**src/rtl/riscv_pkg.sv**
```systemverilog
// riscv_pkg - shared types and constants for the write-back stage.
//   wb_state_t : write-back FSM states (IDLE, LOAD_WAIT)
//   F3_*       : load funct3 encodings understood by load_align
package riscv_pkg;

    typedef enum logic [0:0] {
        IDLE      = 1'b0,
        LOAD_WAIT = 1'b1
    } wb_state_t;

    localparam logic [2:0] F3_LB  = 3'b000;
    localparam logic [2:0] F3_LH  = 3'b001;
    localparam logic [2:0] F3_LW  = 3'b010;
    localparam logic [2:0] F3_LBU = 3'b100;
    localparam logic [2:0] F3_LHU = 3'b101;

endpackage

```
**src/rtl/load_align.sv**
```systemverilog
// load_align - combinational alignment and extension of a load word.
// Ports:
//   rdata  in  XLEN  raw word returned by data memory
//   funct3 in  3     load size/sign encoding
//   offset in  2     byte offset of the load address within the word
//   data   out XLEN  aligned, sign/zero-extended result
// Halfwords are picked by offset[1] only; a misaligned halfword is not
// trapped. Unknown encodings pass the word through unchanged.
module load_align
    import riscv_pkg::*;
#(
    parameter int XLEN = 32
) (
    input  logic [XLEN-1:0] rdata,
    input  logic [2:0]      funct3,
    input  logic [1:0]      offset,
    output logic [XLEN-1:0] data
);

    logic [7:0]  byte_sel;
    logic [15:0] half_sel;

    always_comb begin
        byte_sel = rdata[{offset, 3'b000} +: 8];
        half_sel = rdata[{offset[1], 4'b0000} +: 16];
        data     = rdata;
        case (funct3)
            F3_LB:   data = {{(XLEN-8){byte_sel[7]}}, byte_sel};
            F3_LH:   data = {{(XLEN-16){half_sel[15]}}, half_sel};
            F3_LW:   data = rdata;
            F3_LBU:  data = {{(XLEN-8){1'b0}}, byte_sel};
            F3_LHU:  data = {{(XLEN-16){1'b0}}, half_sel};
            default: data = rdata;
        endcase
    end

endmodule

```
**src/rtl/write_back_stage.sv**
```systemverilog
// write_back_stage - final pipeline stage. Accepts one instruction from the
// memory stage, selects ALU / link / load result and writes it back to the
// register file through a registered port. Loads hold the stage in LOAD_WAIT
// until data memory returns read data.
// Ports:
//   clk, rst_n            clock, synchronous active-low reset
//   in_valid / in_ready   handshake with the memory stage
//   rd_in, write_back_in, mem_rd_in, link_in, funct3_in,
//   alu_result_in, cnt_val_pl4_in   instruction fields
//   mem_rdata, mem_rvalid data memory read return
//   wr_reg, reg_write, write_back_data  register file write port
//   retire                one-cycle pulse per completed instruction
//   instret               retired-instruction counter
// Configuration macro: WB_INSTRET_EN builds the instret counter; without it
// instret is tied to zero.
module write_back_stage
    import riscv_pkg::*;
#(
    parameter int XLEN     = 32,
    parameter int RETIRE_W = 64
) (
    input  logic                clk,
    input  logic                rst_n,
    input  logic                in_valid,
    output logic                in_ready,
    input  logic [4:0]          rd_in,
    input  logic                write_back_in,
    input  logic                mem_rd_in,
    input  logic                link_in,
    input  logic [2:0]          funct3_in,
    input  logic [XLEN-1:0]     alu_result_in,
    input  logic [XLEN-1:0]     cnt_val_pl4_in,
    input  logic [XLEN-1:0]     mem_rdata,
    input  logic                mem_rvalid,
    output logic [4:0]          wr_reg,
    output logic                reg_write,
    output logic [XLEN-1:0]     write_back_data,
    output logic                retire,
    output logic [RETIRE_W-1:0] instret
);

    wb_state_t       state;
    logic [4:0]      ld_rd;
    logic            ld_wb;
    logic [2:0]      ld_funct3;
    logic [1:0]      ld_offset;
    logic [XLEN-1:0] ld_data;

    // in_ready is a pure decode of the state register, so it is glitch-free
    // and changes only at clock edges.
    assign in_ready = (state == IDLE);

    load_align #(.XLEN(XLEN)) u_load_align (
        .rdata  (mem_rdata),
        .funct3 (ld_funct3),
        .offset (ld_offset),
        .data   (ld_data)
    );

    always_ff @(posedge clk) begin
        if (!rst_n) begin
            state           <= IDLE;
            wr_reg          <= '0;
            reg_write       <= 1'b0;
            write_back_data <= '0;
            retire          <= 1'b0;
            ld_rd           <= '0;
            ld_wb           <= 1'b0;
            ld_funct3       <= '0;
            ld_offset       <= '0;
        end else begin
            // Pulses default low; wr_reg/write_back_data hold.
            reg_write <= 1'b0;
            retire    <= 1'b0;
            case (state)
                IDLE: begin
                    if (in_valid) begin
                        if (mem_rd_in) begin
                            ld_rd     <= rd_in;
                            ld_wb     <= write_back_in;
                            ld_funct3 <= funct3_in;
                            ld_offset <= alu_result_in[1:0];
                            state     <= LOAD_WAIT;
                        end else begin
                            wr_reg          <= rd_in;
                            write_back_data <= link_in ? cnt_val_pl4_in : alu_result_in;
                            reg_write       <= write_back_in && (rd_in != 5'd0);
                            retire          <= 1'b1;
                        end
                    end
                end
                LOAD_WAIT: begin
                    if (mem_rvalid) begin
                        wr_reg          <= ld_rd;
                        write_back_data <= ld_data;
                        reg_write       <= ld_wb && (ld_rd != 5'd0);
                        retire          <= 1'b1;
                        state           <= IDLE;
                    end
                end
                default: state <= IDLE;
            endcase
        end
    end

`ifdef WB_INSTRET_EN
    // Counts the cycles retire was high; wraps naturally at full width.
    always_ff @(posedge clk) begin
        if (!rst_n) begin
            instret <= '0;
        end else if (retire) begin
            instret <= instret + RETIRE_W'(1);
        end
    end
`else
    assign instret = '0;
`endif

endmodule

```
**config.mk**
```make
export PLATFORM = sky130hd
export DESIGN_NAME = write_back_stage
export DESIGN_NICKNAME = d
export VERILOG_FILES = /design/src/rtl/riscv_pkg.sv /design/src/rtl/load_align.sv /design/src/rtl/write_back_stage.sv
export SDC_FILE = /design/constraint.sdc
export NUM_CORES = 1
export LEC_CHECK = 0
export CELL_PAD_IN_SITES_DETAIL_PLACEMENT = 1
export CELL_PAD_IN_SITES_GLOBAL_PLACEMENT = 2
export CORE_UTILIZATION = 21
export DETAILED_ROUTE_END_ITERATION = 8
export PLACE_DENSITY_LB_ADDON = 0.15
export SLEW_MARGIN = 20
export SYNTH_ARGS = -nofsm -noshare
export SYNTH_HDL_FRONTEND = slang
export SYNTH_SLANG_ARGS = --single-unit
```
**constraint.sdc**
```tcl
create_clock -name clk -period 2.1 [get_ports clk]
set_clock_uncertainty 0.15 [all_clocks]
set_input_delay 0.42 -clock clk [delete_from_list [all_inputs] [get_ports clk]]
set_output_delay 0.42 -clock clk [all_outputs]
set_load 0.03 [all_outputs]
```
==> reports/results.ini, run 1 <==
[run_status]
status=finished clean

[clock_network]
htree_levels=2
cts-root-buf=clkbuf_16
cts.repair.resized=0
numClockSinks=51
ctsHoldBuffers=0
clkTransAtPathRegs_ps=80
post_cts_buffers=0
cts_buffer_depth=2
cts_tree=yes
clk-insertion-delay-late_ps=310
cts_made_buffers=5

[logic_synthesis]
syn_inst=494
yosysTopAreaCell=dfxtp_1
syn_area_um2=4000
synth_top_family_by_area=simple AND/OR/NAND/NOR gates
synth-seq-cells=51
yosys-top-cells-count=buf_4 (71), nand2_1 (56), mux2i_1 (55)
synth_most_common_cell=buf_4
synth_ff_type=dfxtp_1
yosys_warnings=0
synth.area.top_cells=dfxtp_1 (26%), mux2i_1 (14%), buf_4 (13%), nand2_1 (5.3%), nand3_1 (4.4%)
synth_area_per_cell_um2=8.10
yosysSeqAreaShare_pct=25.5
synth_compound_gate_area_share_pct=19.1
synthMuxAreaShare_pct=16.5
yosys.area_share.simple_pct=20.3
ys_async_sr_fraction_pct=0
yosys.area_share.xor_xnor_pct=0
yosysUniqueCellTypes=42
synth_fa_ha_area_share_pct=0
synth-edff-count=0
synth_top_area_share_pct=25.5

[hold_path]
hold_path_class=flop to flop
hold_start=write_back_data[21]
holdPathEnd=write_back_data[21]
holdPathStages=1

[worst_setup_path]
cp-end-kind=output port
crit_required_ps=1530
criticalPathCategory=flop to output port
reg2reg_slack_ps=280
crit_arrival_ps=1450
r2r-end=write_back_data[9]
path_max_fanout=5
startpoint_type=flop
reg2reg_from=ld_offset[0]
r2r_cells=5

[placement]
post_dp_cell_area_um2=5650
dp_hpwl_um=11800
placed_cells=872
portBuffers=150
gp_congestion=0.753
post-place-ws_ps=-301

[power_and_ir_drop]
swShare_pct=36.5
clkPwrFrac_pct=28.1
p_leak_nw=2.35
seq_power_share_pct=34.5
combPwrFrac_pct=37.3
powerDensity_nw_per_um2=546
irDropWorstVdd_mv=0.306
p_sw_w=0.00116
p_int_w=0.00202

[timing]
slew_headroom_pct=63.5
hold_ws_ps=320
setup_ws_ps=82.3
finalMaxSlewViolations=0
period_minus_slack_ps=2020
setup_viol=0
fmax_mhz=496
setup_tns_ps=0
worst_slew_pin_slew_ps=547
rsz0062_at_grt=false
hold_viol=0
finalCritPeriodShare_pct=96.1

[floorplan]
start_util_pct=21.4
dieWidth_um=140
dieArea_um2=19600
fp.dieH_um=140
core_um2=18700
pin_count=215
rows=50

[layout]
seqCellArea_um2=1020
fillers=2207
largest_register_ffs=32
fin_nets=756
antenna_cells=0
area_delta_synth_final_pct=45.3
drive_above_1_share_pct=11.3
fin_cells=880
multiInputGateArea_um2=2490
fin_area_um2=5810

[routing]
wl_per_cell_um=16.7
viasPerCell=4.32
drt_iter0_markers=97
ant_nets=0
finalWirelength_um=14700
vias=3799
drc_errors=0
dr.pass1.iters=5

[grt]
grt_pass1_wl_um=22700
grtUsageTotal_pct=15.0
grt_antenna_before_repair=0
overflow=0
first_global_vias=3977
grt_max_degree=35

[job]
cap_viol_max_count=0

## area by class of cell
type,count,area share (%)
well taps,234,5.04
clock inverters,3,0.474
clock buffers,5,2.15
inverters,11,0.710
repair buffers,186,31.3
flip-flops and latches,51,17.6
multi-input cells,390,42.8
## cells by family after synthesis
group / after synthesis
and+or+nand+nor: 162
buffers and inverters: 116
AOI/OAI and AO/OA: 100
muxes: 64
DFF: 51
other: 1
## layout by cell type (no fill, tap or decap), drive strengths merged
cell type,count
nor2b,3
or4,2
clkinvlp,1
nor2,26
nor3b,2
o221a,8
mux2i,55
conb,64
a22o,1
a21boi,1
and2b,1
nor3,17
inv,12
a21o,8
o41ai,1
mux2,9
dfxtp,51
o2bb2ai,16
clkdlybuf4s50,149
clkinv,1
clkbuf,5
o21ai,16
or3,7
a221oi,1
nand2,56
buf,37
nand2b,4
or2,1
a211oi,7
a2111oi,1
o32ai,7
nand3b,8
o2111ai,1
a21oi,24
o211ai,8
nand3,35
## layer usage
metal  share of wire (%)  track usage (%)  vias to the layer above
li1                    -                -                     1920
met1                  46             18.8                     1745
met2                  46             24.9                      120
met3                 6.3             3.86                       14
met4                 1.6             4.86                        0
met5                   0                0                        -
## critical path, cell delays in order, from the launching register on
cell and delay (ps):
dfxtp_2 390, inv_2 90, clkdlybuf4s50_1 660
## stage by stage
stage	utilization, %	power [W]
CTS	31.0	0.00323
global route	31.1	0.00334
global placement	30.2	0.00231
detailed placement	30.2	0.00231
floorplan	-	0.00188
finish	31.1	0.00318
## power by group through the flow
stage	clock, W	combinational, W	sequential (W)
after floorplan	0	0.000655	0.00122
final	0.000894	0.00119	0.00110
after global placement	0	0.00119	0.00112
after CTS	0.000932	0.00120	0.00110
after global routing	0.000958	0.00128	0.00111
after detailed placement	0	0.00119	0.00112
## worst max-delay path by stage
| stage | startpoint | end | depth (start not counted) |
|---|---|---|---|
| 2_1_floorplan | mem_rdata[23] | write_back_data[21] | 6 |
| 3_3_place_gp | in_valid | write_back_data[19] | 5 |
| 3_5_place_dp | in_valid | write_back_data[29] | 5 |
| 4_1_cts | in_valid | write_back_data[16] | 5 |
| 5_1_grt | in_valid | write_back_data[6] | 6 |
| 6_report | state | in_ready | 2 |
No activity file was read; power rests on OpenSTA's default activity.
==> run 2: changes to the inputs <==
- PLACE_DENSITY_LB_ADDON: 0.15 -> 0.12
==> run 2 against run 1 <==
Net effect:
- final cell count unchanged
- routed wire length about the same
- highest routed layer unchanged
- first-iteration DRC count up 57%
- non-clock buffer count is the same
- power up 0.17%
- core utilization is 0.25 points higher
==> reports/results.ini, run 2 (synthesis results as in run 1) <==
[worst_setup_path]
reg2reg_slack_ps=210  ; was 280 ps
crit_arrival_ps=1440  ; was 1450 ps
path_buf_inv=2  ; unchanged
cp_cell_sequence=inv_2 > clkdlybuf4s50_1  ; unchanged
reg2reg_from=ld_offset[1]  ; was ld_offset[0]
r2r-end=write_back_data[14]  ; was write_back_data[9]
cp_top_family=buffers and inverters  ; unchanged
critPathMaxStageDelay_ps=680  ; was 660 ps
r2r_cells=5  ; unchanged
crit_required_ps=1530  ; about the same
critPathCapture=in_ready  ; unchanged
slowest_stage=clkdlybuf4s50_1  ; unchanged
startpoint_type=flop  ; unchanged
path_max_fanout=6  ; was 5
startpoint=state  ; unchanged
path_depth=2  ; unchanged
criticalPathCategory=flop to output port  ; unchanged
cp-end-kind=output port  ; unchanged

[routing]
wl_per_cell_um=16.7  ; about the same
vias=3925  ; was 3799
drt_iter0_markers=152  ; was 97
viasPerCell=4.46  ; was 4.32
ant_nets=0  ; unchanged
dr.pass1.iters=6  ; was 5
drc_errors=0  ; unchanged
finalWirelength_um=14700  ; about the same

[layout]
largest_register_ffs=32  ; unchanged
layout.cells.most_common_list=clkdlybuf4s50_1 (149), conb_1 (64), nand2_1 (56)  ; unchanged
antenna_cells=0  ; unchanged
final_common_cell=clkdlybuf4s50_1  ; unchanged
drive_above_1_share_pct=11.3  ; unchanged
area_delta_synth_final_pct=46.4  ; was 45.3%
fin_cells=880  ; unchanged
utilization_pct=31.3  ; was 31.1%
fin_nets=756  ; unchanged

[clock_network]
ctsHoldBuffers=0  ; unchanged
cts_buffer_depth=2  ; unchanged
numClockSinks=51  ; unchanged
cts-root-buf=clkbuf_16  ; unchanged
cts.repair.resized=0  ; unchanged
clkTransAtPathRegs_ps=80  ; about the same
post_cts_buffers=0  ; unchanged
cts_tree=yes  ; unchanged
htree_levels=2  ; unchanged
cts_made_buffers=5  ; unchanged
clk-insertion-delay-late_ps=310  ; about the same

[timing]
finalCritPeriodShare_pct=95.6  ; was 96.1%
slew_headroom_pct=65.9  ; was 63.5%
setup_viol=0  ; unchanged
period_minus_slack_ps=2010  ; was 2020 ps
finalMaxSlewViolations=0  ; unchanged
fmax_mhz=498  ; was 496 MHz
worst_slew_pin_slew_ps=510  ; was 547 ps
hold_ws_ps=320  ; about the same
rsz0062_at_grt=false  ; unchanged
setup_tns_ps=0  ; unchanged
hold_viol=0  ; unchanged

[power_and_ir_drop]
irDropWorstVdd_mv=0.323  ; was 0.306 mV
p_sw_w=0.00115  ; was 0.00116 W
seq_power_share_pct=34.4  ; was 34.5%
p_int_w=0.00203  ; was 0.00202 W
p_leak_nw=2.37  ; was 2.35 nW
total_power_w=0.00318  ; about the same
powerDensity_nw_per_um2=543  ; was 546 nW/um^2
swShare_pct=36.2  ; was 36.5%
combPwrFrac_pct=38.0  ; was 37.3%
clkPwrFrac_pct=27.7  ; was 28.1%

[hold_path]
hold_path_class=flop to flop  ; unchanged

[placement]
dp_hpwl_um=11500  ; was 11800 um
portBuffers=150  ; unchanged
gp_congestion=0.718  ; was 0.753
placed_cells=872  ; unchanged

[grt]
grt_max_degree=34  ; was 35
overflow=0  ; unchanged
grt_pass1_wl_um=22800  ; was 22700 um
grtUsageTotal_pct=15.0  ; about the same
first_global_vias=3997  ; was 3977
grt_antenna_before_repair=0  ; unchanged

[run_status]
status=finished clean  ; unchanged

[floorplan]
fp.dieH_um=140  ; unchanged
core_um2=18700  ; unchanged
start_util_pct=21.4  ; unchanged
pin_count=215  ; unchanged
dieWidth_um=140  ; unchanged
dieArea_um2=19600  ; unchanged
rows=50  ; unchanged

[job]
cap_viol_max_count=0  ; unchanged

==> run 2: layer usage <==
metal	share of wire, %	wire, um	track usage, %
met1	47	6930	20.1
met2	45	6580	23.8
met3	7.4	1080	4.03
met4	0.80	117	3.30
met5	0	0	0
==> run 2: how the worst min path moves through the flow <==
stage                     cells past startpoint             endpoint                 from  slack, ps
after floorplan                               2                ld_wb                ld_wb        310
after global placement                        1  write_back_data[30]  write_back_data[30]        290
after detailed placement                      1  write_back_data[21]  write_back_data[21]        300
after CTS                                     1  write_back_data[22]  write_back_data[22]        320
after global routing                          1  write_back_data[17]  write_back_data[17]        330
final                                         1  write_back_data[25]  write_back_data[25]        320
==> run 2: through the flow <==
step                      setup slack, ps  area [um^2]
after floorplan                       405         4240
after global placement               -225         5700
after detailed placement             -274         5700
after CTS                            44.6         5850
after global routing                 27.3         5860
final                                91.7         5860
==> run 2: power by group through the flow <==
stage	logic, W	registers (W)	clock network, W
2_1_floorplan	0.000655	0.00122	0
3_3_place_gp	0.00120	0.00112	0
3_5_place_dp	0.00121	0.00111	0
4_1_cts	0.00122	0.00109	0.000921
5_1_grt	0.00130	0.00111	0.000966
6_report	0.00121	0.00109	0.000881
==> run 2: cell type report <==
class,count,area [um^2]
clock buffer,5,125
timing repair buffer,186,1870
tap,234,293
fill,2212,12800
sequential,51,1020
inverter,11,41.3
multi-input combinational,390,2480
clock inverter,3,26.3
